[src/rtl/dsp_arb.sv]
// ============================================================================
// Module   : dsp_arb
// Purpose  : Round-robin arbiter sharing the 8-digit seven-segment display
//            between NREQ requesters, with a minimum hold time counted in
//            1 kHz ticks. The owner's 64-bit image is registered onto dout.
// Options  : `define DSP_ARB_PRIO0_EN makes requester 0 urgent (preempts on
//            the rising edge of req[0], never preempted while it holds).
// Revision : 1.0 - initial release
// ============================================================================
`default_nettype none

module dsp_arb #(
  parameter int          NREQ       = 4,
  parameter int          HOLD_TICKS = 500,
  parameter logic [63:0] BLANK      = 64'h0
) (
  input  logic               clk,
  input  logic               rst,
  input  logic               tick,
  input  logic [NREQ-1:0]    req,
  input  logic [NREQ*64-1:0] data,
  output logic [NREQ-1:0]    gnt,
  output logic [2:0]         owner,
  output logic               busy,
  output logic               swap,
  output logic [63:0]        dout
);

  localparam logic [1:0]      S_IDLE   = 2'd0;
  localparam logic [1:0]      S_HOLD   = 2'd1;
  localparam logic [1:0]      S_OPEN   = 2'd2;
  localparam logic [15:0]     HOLD_MAX = 16'(HOLD_TICKS);
  localparam logic [NREQ-1:0] ONE_HOT0 = {{(NREQ-1){1'b0}}, 1'b1};
  localparam logic [1:0]      S_AFTER_GRANT = (HOLD_TICKS == 0) ? S_OPEN : S_HOLD;

  logic [1:0]      state_q, state_d;
  logic [NREQ-1:0] gnt_q, gnt_d;
  logic [2:0]      owner_q, owner_d;
  logic [2:0]      ptr_q, ptr_d;
  logic            busy_q, busy_d;
  logic            swap_q, swap_d;
  logic [15:0]     cnt_q, cnt_d;
  logic [63:0]     dout_q, dout_d;

  logic [NREQ-1:0] others;
  logic            owner_req;
  logic            prio_take;
  logic            owner_locked;

  // First requester after 'from' in circular order; 'from' itself comes last.
  function automatic logic [2:0] rr_pick(input logic [NREQ-1:0] r,
                                         input logic [2:0] from);
    logic [2:0] pick;
    logic       found;
    int         idx;
    pick  = from;
    found = 1'b0;
    for (int k = 1; k <= NREQ; k++) begin
      idx = (int'(from) + k) % NREQ;
      if (!found && r[idx]) begin
        pick  = 3'(idx);
        found = 1'b1;
      end
    end
    return pick;
  endfunction

  assign others    = req & ~gnt_q;
  assign owner_req = |(req & gnt_q);

`ifdef DSP_ARB_PRIO0_EN
  logic req0_q;

  // Previous req[0] level, used to detect the urgent request edge.
  always_ff @(posedge clk or posedge rst) begin
    if (rst) req0_q <= 1'b0;
    else     req0_q <= req[0];
  end

  assign prio_take    = req[0] & ~req0_q & (owner_q != 3'd0);
  assign owner_locked = (owner_q == 3'd0);
`else
  assign prio_take    = 1'b0;
  assign owner_locked = 1'b0;
`endif

  // Arbitration state machine: grant, hold, preempt and release decisions.
  always_comb begin
    state_d = state_q;
    gnt_d   = gnt_q;
    owner_d = owner_q;
    ptr_d   = ptr_q;
    busy_d  = busy_q;
    swap_d  = 1'b0;
    cnt_d   = cnt_q;
    case (state_q)
      S_IDLE: begin
        if (|req) begin
          owner_d = rr_pick(req, ptr_q);
          ptr_d   = owner_d;
          gnt_d   = ONE_HOT0 << owner_d;
          busy_d  = 1'b1;
          swap_d  = 1'b1;
          cnt_d   = 16'd0;
          state_d = S_AFTER_GRANT;
        end
      end
      S_HOLD, S_OPEN: begin
        if (!owner_req) begin
          // Release wins over everything; owner stays as the RR pointer.
          gnt_d   = '0;
          busy_d  = 1'b0;
          state_d = S_IDLE;
        end else if (prio_take) begin
          owner_d = 3'd0;
          ptr_d   = 3'd0;
          gnt_d   = ONE_HOT0;
          swap_d  = 1'b1;
          cnt_d   = 16'd0;
          state_d = S_AFTER_GRANT;
        end else if (state_q == S_HOLD) begin
          if (tick) begin
            if (cnt_q < HOLD_MAX) cnt_d = cnt_q + 16'd1;
            if (cnt_d == HOLD_MAX) state_d = S_OPEN;
          end
        end else if ((|others) && !owner_locked) begin
          // Direct hand-over, no dead cycle; a coincident tick is dropped.
          owner_d = rr_pick(others, ptr_q);
          ptr_d   = owner_d;
          gnt_d   = ONE_HOT0 << owner_d;
          swap_d  = 1'b1;
          cnt_d   = 16'd0;
          state_d = S_AFTER_GRANT;
        end
      end
      default: begin
        gnt_d   = '0;
        busy_d  = 1'b0;
        state_d = S_IDLE;
      end
    endcase
  end

  // Image of the registered owner, or BLANK while nobody holds the display.
  always_comb begin
    dout_d = BLANK;
    for (int i = 0; i < NREQ; i++) begin
      if ((|gnt_q) && (owner_q == 3'(i))) dout_d = data[64*i +: 64];
    end
  end

  // State and output registers with asynchronous reset.
  always_ff @(posedge clk or posedge rst) begin
    if (rst) begin
      state_q <= S_IDLE;
      gnt_q   <= '0;
      owner_q <= 3'd0;
      ptr_q   <= 3'(NREQ - 1);
      busy_q  <= 1'b0;
      swap_q  <= 1'b0;
      cnt_q   <= 16'd0;
      dout_q  <= BLANK;
    end else begin
      state_q <= state_d;
      gnt_q   <= gnt_d;
      owner_q <= owner_d;
      ptr_q   <= ptr_d;
      busy_q  <= busy_d;
      swap_q  <= swap_d;
      cnt_q   <= cnt_d;
      dout_q  <= dout_d;
    end
  end

  assign gnt   = gnt_q;
  assign owner = owner_q;
  assign busy  = busy_q;
  assign swap  = swap_q;
  assign dout  = dout_q;

endmodule

`default_nettype wire

[config.mk]
export PLATFORM = sky130hd
export DESIGN_NAME = dsp_arb
export DESIGN_NICKNAME = d
export VERILOG_FILES = /design/src/rtl/dsp_arb.sv
export SDC_FILE = /design/constraint.sdc
export NUM_CORES = 1
export LEC_CHECK = 0
export CAP_MARGIN = 20
export CORE_MARGIN = 4
export CORE_UTILIZATION = 35
export CTS_BUF_LIST = sky130_fd_sc_hd__clkbuf_4 sky130_fd_sc_hd__clkbuf_8
export DETAILED_ROUTE_END_ITERATION = 8
export GPL_ROUTABILITY_DRIVEN = 0
export HOLD_SLACK_MARGIN = 0.06
export MAX_ROUTING_LAYER = met4
export PLACE_DENSITY_LB_ADDON = 0.12
export SETUP_SLACK_MARGIN = 0.5
export SYNTH_ARGS = -nofsm -noshare
export SYNTH_HDL_FRONTEND = slang
export SYNTH_SLANG_ARGS = --single-unit
[constraint.sdc]
create_clock -name clk -period 2.9 [get_ports clk]
set_clock_uncertainty 0.1 [all_clocks]
set_input_delay 0.58 -clock clk [delete_from_list [all_inputs] [get_ports clk]]
set_output_delay 0.58 -clock clk [all_outputs]
set_load 0.02 [all_outputs]
* After elaboration in Yosys (flattened, before gate mapping)
Cells that the tools add are included.
** Storage, ports and cells
- RAM bits :: 0
- Logic and storage cells :: 180
- Output and inout port bits :: 73
- Latch bits :: 0
- Memories :: 0
- Input bits :: 263
- ROM bits :: 0
- Bits in registers :: 94
** Operators by class
- Add/subtract/negate cells :: 5
- Div/mod/pow operators :: 0
- Bitwise logic cells :: 7
- Reductions and logical operators :: 33
- Mux-type cells :: 102
- $lt $le $gt $ge :: 5
- Shift-type cells :: 2
- Multiply operators :: 0
- Equality and inequality tests :: 18
** Operators by type and width (number)
- $mux W64 :: 4
- $mux W16 :: 10
- $mux W3 :: 18
- $mux W1 :: 46
- $pmux W16 S2 :: 1
- $add A16 B1 Y16 const B :: 1
- $bmux W1 S2 :: 8
- $eq A16 B9 Y1 const B :: 1
- $lt A16 B9 Y1 const B :: 1
- $lt A3 B4 Y1 const B :: 4
- $mux W4 :: 4
- $reduce_or A4 Y1 :: 4
- $mux W2 :: 6
- $ne A3 B3 Y1 const B :: 4
- $ne A4 B4 Y1 const B :: 3
- $logic_and A1 B1 Y1 :: 10
- $ne A2 B2 Y1 const B :: 5
- $reduce_and A5 Y1 :: 2
- $reduce_or A2 Y1 :: 5
- $and A4 B4 Y4 :: 2
- $pmux W4 S2 :: 1
- $shl A1 B3 Y4 const A :: 2
- $eq A3 B2 Y1 const B :: 2
- $logic_not A1 Y1 :: 6
- other kinds (16) :: 22

* Longest topological paths before layout
Gate-level depths: netlist of run 1.
- Depth after elaboration :: 37
- Mapped depth :: 9
- Depth with buffers taken out :: 8

* Least setup slack after synthesis of run 1
Ideal clock, no wire load.
- Kind :: reg2reg
- Start :: register state_q[0]
- End :: register cnt_q[3]
- Arrival :: 2.071 ns
- Required time :: 2.697 ns
- Setup time :: 0.103 ns
- Path buffers :: 2
- Setup slack :: 0.626 ns
- Cell stages (with the launch flop) :: 10
- Period minus slack after synthesis :: 2.274 ns
- Path through :: dfrtp_1 > inv_1 > ha_1 > clkbuf_1 > a21bo_2 > a21oi_2 > o221ai_2 > buf_6 > or2_1 > o41ai_2
** Between the ends
- Cells in the longest elaborated chain, start to end :: 4
- Elaborated cells between the ends (all ways) :: 13
- Those cells by class :: eq/ne: 6; mux: 3; reduce/logical: 4
** Ends and longest elaborated chain
- start: declaration :: line 36 : logic [1:0] state_q, state_d;
- start signal: assignment :: line 164 : state_q <= state_d;
- $eq A2 B1 Y1 or $eq A2 B2 Y1 (tied branches) :: line 96, 121
- $reduce_or A2 Y1 or $mux W16 (tied branches) :: line 96, 121
- $ne A3 B3 Y1 (no source line) (tied with other cells)
- $reduce_and A5 Y1 (no source line) or $pmux W16 S2 (tied branches)
- end signal: assignment :: line 170 : cnt_q <= cnt_d;
- end: declaration :: line 42 : logic [15:0] cnt_q, cnt_d;
Parallel ways exist; a longest one is shown, timed or not. The select of a mux whose other input is x is not followed.
A chain may end at the register's enable or synchronous reset.

* Final worst setup path of run 1
- Start :: register cnt_q[6]
- End :: register state_q[0]
** Between the ends
- Cells in the longest elaborated chain, start to end :: 9
- Elaborated cells between the ends (all ways) :: 10
- Those cells by class :: add/sub: 1; order compare: 1; eq/ne: 2; mux: 5; reduce/logical: 1
** Ends and longest elaborated chain
- $add A16 B1 Y16 or $lt A16 B9 Y1 (tied branches) :: line 123 : if (cnt_q < HOLD_MAX) cnt_d = cnt_q + 16'd1;
- $mux W16 * :: line 123
- $mux W16 * :: line 122 : if (tick) begin
- $mux W16 * :: line 121 : end else if (state_q == S_HOLD) begin
- $mux W16 * :: line 109 : if (!owner_req) begin
- $mux W16 * :: line 96 : case (state_q)
- $eq A16 B9 Y1 * :: line 124 : if (cnt_d == HOLD_MAX) state_d = S_OPEN;
- $ne A4 B4 Y1 (no source line) *
- $reduce_and A4 Y1 (no source line) *
Every way passes the cells marked *; elsewhere a longest branch is shown, timed or not. The select of a mux whose other input is x is not followed.

==> metrics.txt, run 1 <==
maximum clock insertion buffer count 2; pin count of the biggest net entering global routing 66; critical path endpoint category register; LEAKAGE 3.74 nW; io pins between 300 and 400; total core area 15800 sq um; largest area contributor in the netlist dfrtp_1; final hold vios 0; multi-input combinational cell area about 3100 sq um; post-synth net total 719; nature of the critical path startpoint register; Worst-Margin Slew between 0.6 and 0.7 ns; CTS tree built; Via density between 5 and 6; Post-synth EDFFs 0; Slew Viols, Final 0; initial antenna violation count 5; #FFs+latches synth 93; Reg area 2340 sq um; Crit Path Max Fanout 10; Synth Instances 451; DRC 0; fin crit period 2.29 ns; drt initial violations 389; sequential area share after synthesis 0.415; fmax 437 MHz; total wire length 21800 um; dpl hpwl approximately 18000 um; Die Area 18100 sq um; setup TNS 0 ns; Chip Width 135 um; status completed; Yosys cell types between 60 and 70; power consumption 7.54 mW; CTS H-tree lvls 3; Post-synth ARST share 1.00; Yosys warnings 0; Synth top area share 0.405; WL/cell 21.6 um; top_reg_cell synth dfrtp_1; Final nets between 1000 and 1500; first-pass GRT wire length ~32000 um; max_slew headroom 0.573; Post-CTS Hold Buffers 0; Hold Path Class reg -> reg; Clock Tree Root clkbuf_8; die height 135 um; first-pass iteration count of the detailed router 5; layout cells sized above 1 0.153; post-route cell area between 9000 and 10000 sq um; clk sinks 93; pwr/cell area 792 nW/um^2; Final Util 0.602; clk slew on worst S/H paths 0.09 ns; Num CTS Buffers 9; fin crit share 0.790; critical path class reg -> reg; average size of a mapped cell 12.5 sq um; initial core utilization 0.355; vias 5232; pre-CTS WS 0.0763 ns; FP Rows 46; remaining antenna violation count 0; Synth area leaders dfrtp_1 (41%), mux4_2 (26%), nor2b_1 (6.5%), o21ai_0 (1.7%), nand2_1 (1.4%); PortBufs 335; Total GRT Usage 0.245; Placed Area 9220 sq um; endpoints failing setup 0; peak supply drop 0.000549 V; vias in the first global route 5654; worst skew pair latency 0.37 ns; Worst EP required around 3 ns; grt ovf 0; setup ws final 0.610 ns; synthesis-to-layout area growth 69.5%; max cap viols 0; Critical Path AT 2.45 ns; RSZ-0062 raised after global routing false; # fillers between 1000 and 1500; Mapped Area 5620 sq um
## synth_stat cells, drive strengths merged (6+ instances only)
cell type and number:
a21oi 16, and2 10, and2b 8, buf 13, clkbuf 19, dfrtp 91, inv 11, mux4 64
nand2 21, nand2b 11, nand3 7, nor2 19, nor2b 58, nor3 6, o21ai 21
## registers in the layout, indices dropped and copies added, names as in the netlist
signal	count
busy	1
cnt_q	16
dout	64
gnt	4
owner	2
ptr_q	3
state_q	2
swap	1
## critical path: stages, from the launching register on
cell and delay (ns):
dfrtp_1 0.54, nand4_2 0.26, o211ai_4 0.41, nand3b_1 0.14, a32oi_2 0.30, nand4_1 0.12, a211o_1 0.30
## metrics by stage
step	std cells	hold slack [ns]
floorplan	451	0.374
global placement	982	0.390
detailed placement	982	0.392
CTS	998	0.417
global route	1006	0.428
finish	1007	0.413
## cell usage in the layout, fill, tap and decap left out, types with 3 or more instances in the layout
master             n
a21oi_1           15
clkdlybuf4s50_1  332
and4_1             3
nor3_1             4
o211ai_1           3
buf_4             12
nand2b_1          11
nand2_1           21
mux4_2            64
clkbuf_8          11
diode_2            6
nand3b_1           5
a211o_1            3
ha_1               3
o41ai_2            3
inv_1             10
a31oi_1            5
dfrtp_1           89
o31ai_1            3
dlymetal6s2s_1     3
and2b_1            8
nor2_1            19
nor2b_1           58
or3_1              3
nand3_1            7
o21ai_0           18
o21a_1             3
and2_1            10
## power breakdown
group          switching, mW  internal (mW)
sequential             0.251           1.73
combinational           2.17           2.38
clock                  0.472          0.540
total                   2.90           4.64
## layer usage
metal  up-vias  track usage  share of wire
li1       2380            -              -
met1      2576        0.274           0.37
met2       232        0.402           0.52
met3        44       0.0756          0.076
met4         0        0.113          0.035
met5         -            -              0
## cell families (layout without fill, tap and decap cells)
logic type               Yosys count  count (layout)  synth area share
AO/OA/AOI/OAI                     83              83             0.110
XOR/XNOR                           1               1           0.00156
adder cells (fa/ha/maj)            5               5            0.0111
buffers and inverters             43             377            0.0339
flip-flops                        93              93             0.415
multiplexers                      65              65             0.258
other                              0               6                 0
AND/OR/NAND/NOR                  161             161             0.170
## final cells by class
type                    count  area share
repair buffers            350       0.368
multi-input cells         315       0.328
diodes                      6     0.00158
clock inverters             4     0.00736
well taps                 216      0.0284
flip-flops and latches     93       0.245
clock buffers              12      0.0167
inverters                  11     0.00473
## timing repair
| action | CTS | global route |
|---|---|---|
| buffers inserted | 0 | 3 |
| pin swaps | 0 | 0 |
| endpoints found under the setup margin | 2 | 23 |
| resized for setup | 2 | 7 |
## final timing paths
kind,startpoint,end,slack [ns],cells after the start
worst min register to register,cnt_q[13],cnt_q[13],0.41,1
max in group asynchronous,rst,owner[0],1.54,3
worst max register to register,cnt_q[6],state_q[0],0.61,6
min in group asynchronous,rst,dout[3],0.63,3
worst max-delay path,cnt_q[6],state_q[0],0.61,6
worst min-delay path,cnt_q[13],cnt_q[13],0.41,1
Note: power is estimated with default switching activity, not from simulation.
==> run 2: changes to the inputs <==
- clock period: 2.9 -> 2.12 ns (I/O delays scaled with it)
==> run 2 against run 1 <==
  * The run now ends with setup timing left
  * Critical path type unchanged
  * Register-to-register slack got worse by 0.63 ns
  * Fmax rose by 7.0%
  * Routed wire length rose by 13%
  * Power rose by 79%
  * First-iteration DRC count fell by 24%
  * Non-clock buffer count rose by 99
  * Design area rose by 16%
  * Clock power rose by 35%
  * Cell count rose by 9.9%
  * Sequential power rose by 35%
==> metrics.txt, run 2 (synthesized netlist as in run 1, its figures left out) <==
layout cells sized above 1 0.366; worst skew pair latency 0.38 ns; Hold Path Class in -> async; Reg2Reg Setup Slack -0.02 ns; Die Area ~18000 sq um; initial antenna violation count 8; Clock Tree Root clkbuf_8; clk slew on worst S/H paths roughly 0.090 ns; vias around 5800; Worst EP required approximately 2.3 ns; LEAKAGE around 4.6 nW; max cap viols 0; setup TNS -0.0207 ns; failing checks setup timing; pin count of the biggest net entering global routing 40; endpoints failing setup 1; RSZ-0062 raised after global routing true; setup ws final -0.0207 ns; Chip Width approximately 130 um; first-pass iteration count of the detailed router 5; most common cell after layout, fill and taps aside clkdlybuf4s50_1; pwr/cell area 1220 nW/um^2; DRC 0; Total GRT Usage 0.272; first-pass GRT wire length 35800 um; status finished, violations left; total core area around 16000 sq um; fin crit period 2.14 ns; Final nets 1147; critical path endpoint category register; nature of the critical path startpoint register; peak supply drop 0.000613 V; Worst-Margin Slew between 0.4 and 0.5 ns; maximum clock insertion buffer count 2; CTS tree built; critical path class reg -> reg; drt initial violations 296; die height 135 um; synthesis-to-layout area growth 97.2%; Final Util 0.700; max_slew headroom 0.668; PortBufs 335; total wire length 24700 um; final hold vios 0; CTS H-tree lvls 3; Largest register FFs 64; # fillers 1105; Critical Path AT 2.31 ns; Via density between 5 and 6; Num CTS Buffers 9; most frequent cells in the layout clkdlybuf4s50_1 (258), dfrtp_1 (84), mux4_2 (64); FP Rows 46; WL/cell around 22 um; initial core utilization 0.355; Slew Viols, Final 0; grt ovf 0; Crit Path Max Fanout 6; fin crit share 1.01; vias in the first global route 6219; clk sinks 93; Post-CTS Hold Buffers 0; power consumption 13.5 mW; dpl hpwl between 15000 and 20000 um; io pins 336; remaining antenna violation count 0; fmax 467 MHz
==> run 2: cell types whose count changed in the layout (fill, tap and decap cells not counted), moves of 11 or more <==
cell / previous run / this run
clkdlybuf4s50_1: 332 / 258
buf_4: 12 / 55
buf_6: 1 / 35
clkdlybuf4s15_1: 0 / 31
nor2b_1: 58 / 35
nor2b_4: 0 / 23
clkbuf_2: 0 / 18
dlygate4sd2_1: 0 / 15
buf_12: 2 / 13
buf_16: 0 / 11
==> run 2: routing by layer <==
layer	wire, um	part of all wire	vias to the layer above	track usage
li1	-	-	2575	-
met1	8770	0.36	2893	0.299
met2	13500	0.55	241	0.472
met3	1640	0.067	52	0.0659
met4	772	0.031	0	0.115
met5	0	0	-	-
==> run 2: layout make-up <==
| class | count | area, sq um | share of cell area |
|---|---|---|---|
| tap | 216 | 270 | 0.0244 |
| sequential | 93 | 2340 | 0.211 |
| inverter | 11 | 45.0 | 0.00407 |
| clock inverter | 4 | 72.6 | 0.00655 |
| antenna | 8 | 20.0 | 0.00181 |
| timing repair buffer | 449 | 4610 | 0.416 |
| multi-input combinational | 315 | 3570 | 0.322 |
| clock buffer | 11 | 145 | 0.0131 |
==> run 2: per-stage QoR <==
step / worst slack [ns] / hold WS, ns / cells / area [sq um]
4_1_cts: -0.0552 / 0.329 / 1086 / 10700
3_5_place_dp: -0.453 / 0.397 / 1025 / 9660
6_report: -0.0207 / 0.329 / 1107 / 11100
2_1_floorplan: 0.0660 / 0.374 / 451 / 5850
5_1_grt: -0.112 / 0.365 / 1107 / 11100
3_3_place_gp: -0.401 / 0.391 / 1025 / 9660
==> run 2: critical path, stage by stage (launching register included) <==
cell and delay (ns):
dfrtp_1 0.42, nor4_4 0.36, o211ai_4 0.17, o311ai_1 0.44, a32oi_4 0.12, and4_1 0.22, a211o_1 0.22
==> run 2: report_power, final <==
part	leakage (nW)	switching, mW	total (mW)	internal (mW)
registers	1.21	0.308	2.67	2.36
clock network	0.109	0.657	1.36	0.702
logic	3.32	4.15	9.49	5.35
total	4.64	5.11	13.5	8.41
==> run 2: final timing paths <==
path	to	depth (start not counted)	from
max	state_q[0]	6	cnt_q[10]
min	dout[51]	2	rst
max reg2reg	state_q[0]	6	cnt_q[10]
min reg2reg	cnt_q[12]	1	cnt_q[12]
max in group asynchronous	cnt_q[3]	3	rst
min in group clk	cnt_q[12]	1	cnt_q[12]
==> run 2: repair_timing <==
item / in CTS / in global routing
endpoints found under the setup margin: 148 / 133
cloned: 11 / 0
gates resized for setup: 221 / 102
pin swaps: 16 / 14
setup buffers: 35 / 13
==> run 3: changes to the inputs <==
- CTS_CLUSTER_SIZE: unset -> 30
- PLACE_DENSITY: unset -> 0.81
- PLACE_DENSITY_LB_ADDON: 0.12 -> unset
==> run 3 against run 2 <==
  * The flow still finishes with violations (setup timing)
  * Design area up 1.1%
  * Routed wire length up 6.7%
  * Cell count down 0.36%
  * Clock power down 7%
  * Critical path depth unchanged
  * First-iteration DRC count up 63%
  * Register-to-register slack worse by 0.06 ns
  * Setup slack worse by 0.063 ns
  * Utilization up 0.79 points
  * Sequential share of layout area down 0.24 points
==> metrics.txt, run 3 (synthesized netlist as in run 1, its figures left out) <==
status finished, violations left; Sw Share 0.391; Slew Viols, Final 0; multi-input combinational cell area 3680 sq um; Final nets 1146; die height 135 um; Clock Tree Root clkbuf_8; Largest register FFs 64; pre-CTS WS -0.505 ns; total core area 15800 sq um; sequential share of power 0.191; pwr/cell area approximately 1200 nW/um^2; total wire length 26300 um; max_slew headroom 0.661; failing checks setup timing; endpoints failing setup 4; clk slew on worst S/H paths 0.09 ns; worst skew pair latency about 0.38 ns; maximum clock insertion buffer count 2; clock power share 0.092; most common cell after layout, fill and taps aside clkdlybuf4s50_1; layout cells sized above 1 0.388; setup TNS -0.159 ns; critical path endpoint category register; first-pass GRT wire length 37200 um; RSZ-0062 raised after global routing true; internal power 8.36 mW; fmax 454 MHz; PortBufs 335; Post-CTS Hold Buffers 0; Critical Path AT ~2.4 ns; Chip Width 135 um; critical path class reg -> reg; most frequent cells in the layout clkdlybuf4s50_1 (258), dfrtp_1 (84), mux4_2 (64); final hold vios 0; max cap viols 0; grt ovf 0; Via density 5.40; fin crit period 2.20 ns; CTS H-tree lvls 3; Sw Pwr 5.37 mW; pin count of the biggest net entering global routing 94; peak supply drop 0.000664 V; synthesis-to-layout area growth 99.4%; combinational share of power 0.716; drt initial violations 483; remaining antenna violation count 0; clk sinks 93; CTS tree built; nature of the critical path startpoint register; Hold Path Class in -> async; Total GRT Usage 0.282; # fillers 1021; vias ~6000; LEAKAGE 4.65 nW; first-pass iteration count of the detailed router 5; initial antenna violation count 4; vias in the first global route 6431; setup ws final -0.0836 ns; Num CTS Buffers 9; Worst EP required 2.29 ns; fin crit share 1.04; Crit Path Max Fanout 6; Reg area 2340 sq um; initial core utilization 0.355; DRC 0; dpl hpwl 18700 um; FP Rows 46; Die Area 18100 sq um; WL/cell ~24 um; io pins 336; Worst-Margin Slew 0.509 ns
## run 3: layer usage
layer,share of wire,wire length (um),up-vias,GRT usage
li1,-,-,2571,-
met1,0.36,9360,2961,0.316
met2,0.53,14000,342,0.493
met3,0.062,1630,84,0.0477
met4,0.051,1340,0,0.131
met5,0,0,-,-
## run 3: final cells by class
cell class | count | area share
repair buffers | 448 | 0.414
multi-input cells | 315 | 0.329
flip-flops and latches | 93 | 0.209
well taps | 216 | 0.0241
clock buffers | 11 | 0.0135
clock inverters | 5 | 0.00525
inverters | 11 | 0.00436
diodes | 4 | 0.000894
## run 3: power groups by stage
stage	sequential, mW	clock (mW)	combinational (mW)
6_report	2.63	1.27	9.83
5_1_grt	2.68	1.36	10.3
4_1_cts	2.61	1.30	8.65
3_5_place_dp	2.76	0	6.76
3_3_place_gp	2.72	0	6.58
2_1_floorplan	3.22	0	3.75
## run 3: final timing paths
check	from	endpoint	slack (ns)	depth (start not counted)
max in group asynchronous	rst	owner[0]	1.06	3
hold reg to reg	cnt_q[14]	cnt_q[14]	0.44	1
setup / recovery	cnt_q[15]	state_q[0]	-0.08	6
min in group clk	cnt_q[14]	cnt_q[14]	0.44	1
setup reg to reg	cnt_q[15]	state_q[0]	-0.08	6
hold / removal	rst	dout[3]	0.42	3
## run 3: stage by stage
step | hold slack [ns] | util | total power [mW] | cell area [sq um] | std cells
global placement | 0.391 | 0.613 | 9.30 | 9700 | 1033
CTS | 0.440 | 0.678 | 12.6 | 10700 | 1086
floorplan | 0.374 | - | 6.97 | 5850 | 451
detailed placement | 0.393 | 0.613 | 9.51 | 9700 | 1033
global route | 0.455 | 0.708 | 14.3 | 11200 | 1103
finish | 0.421 | 0.708 | 13.7 | 11200 | 1103
## run 3: critical path: stages, from the launching register on
cell and delay [ns]:
dfrtp_1 0.41, nor4_4 0.37, o211ai_4 0.16, or3_1 0.35
a32oi_2 0.29, nand4_1 0.14, a211o_1 0.27
## run 3: repair_timing
action / CTS / global route
setup endpoints to repair: 163 / 125
gates cloned: 8 / 1
buffers inserted: 29 / 12
pin swaps: 31 / 16
resized for setup: 261 / 116
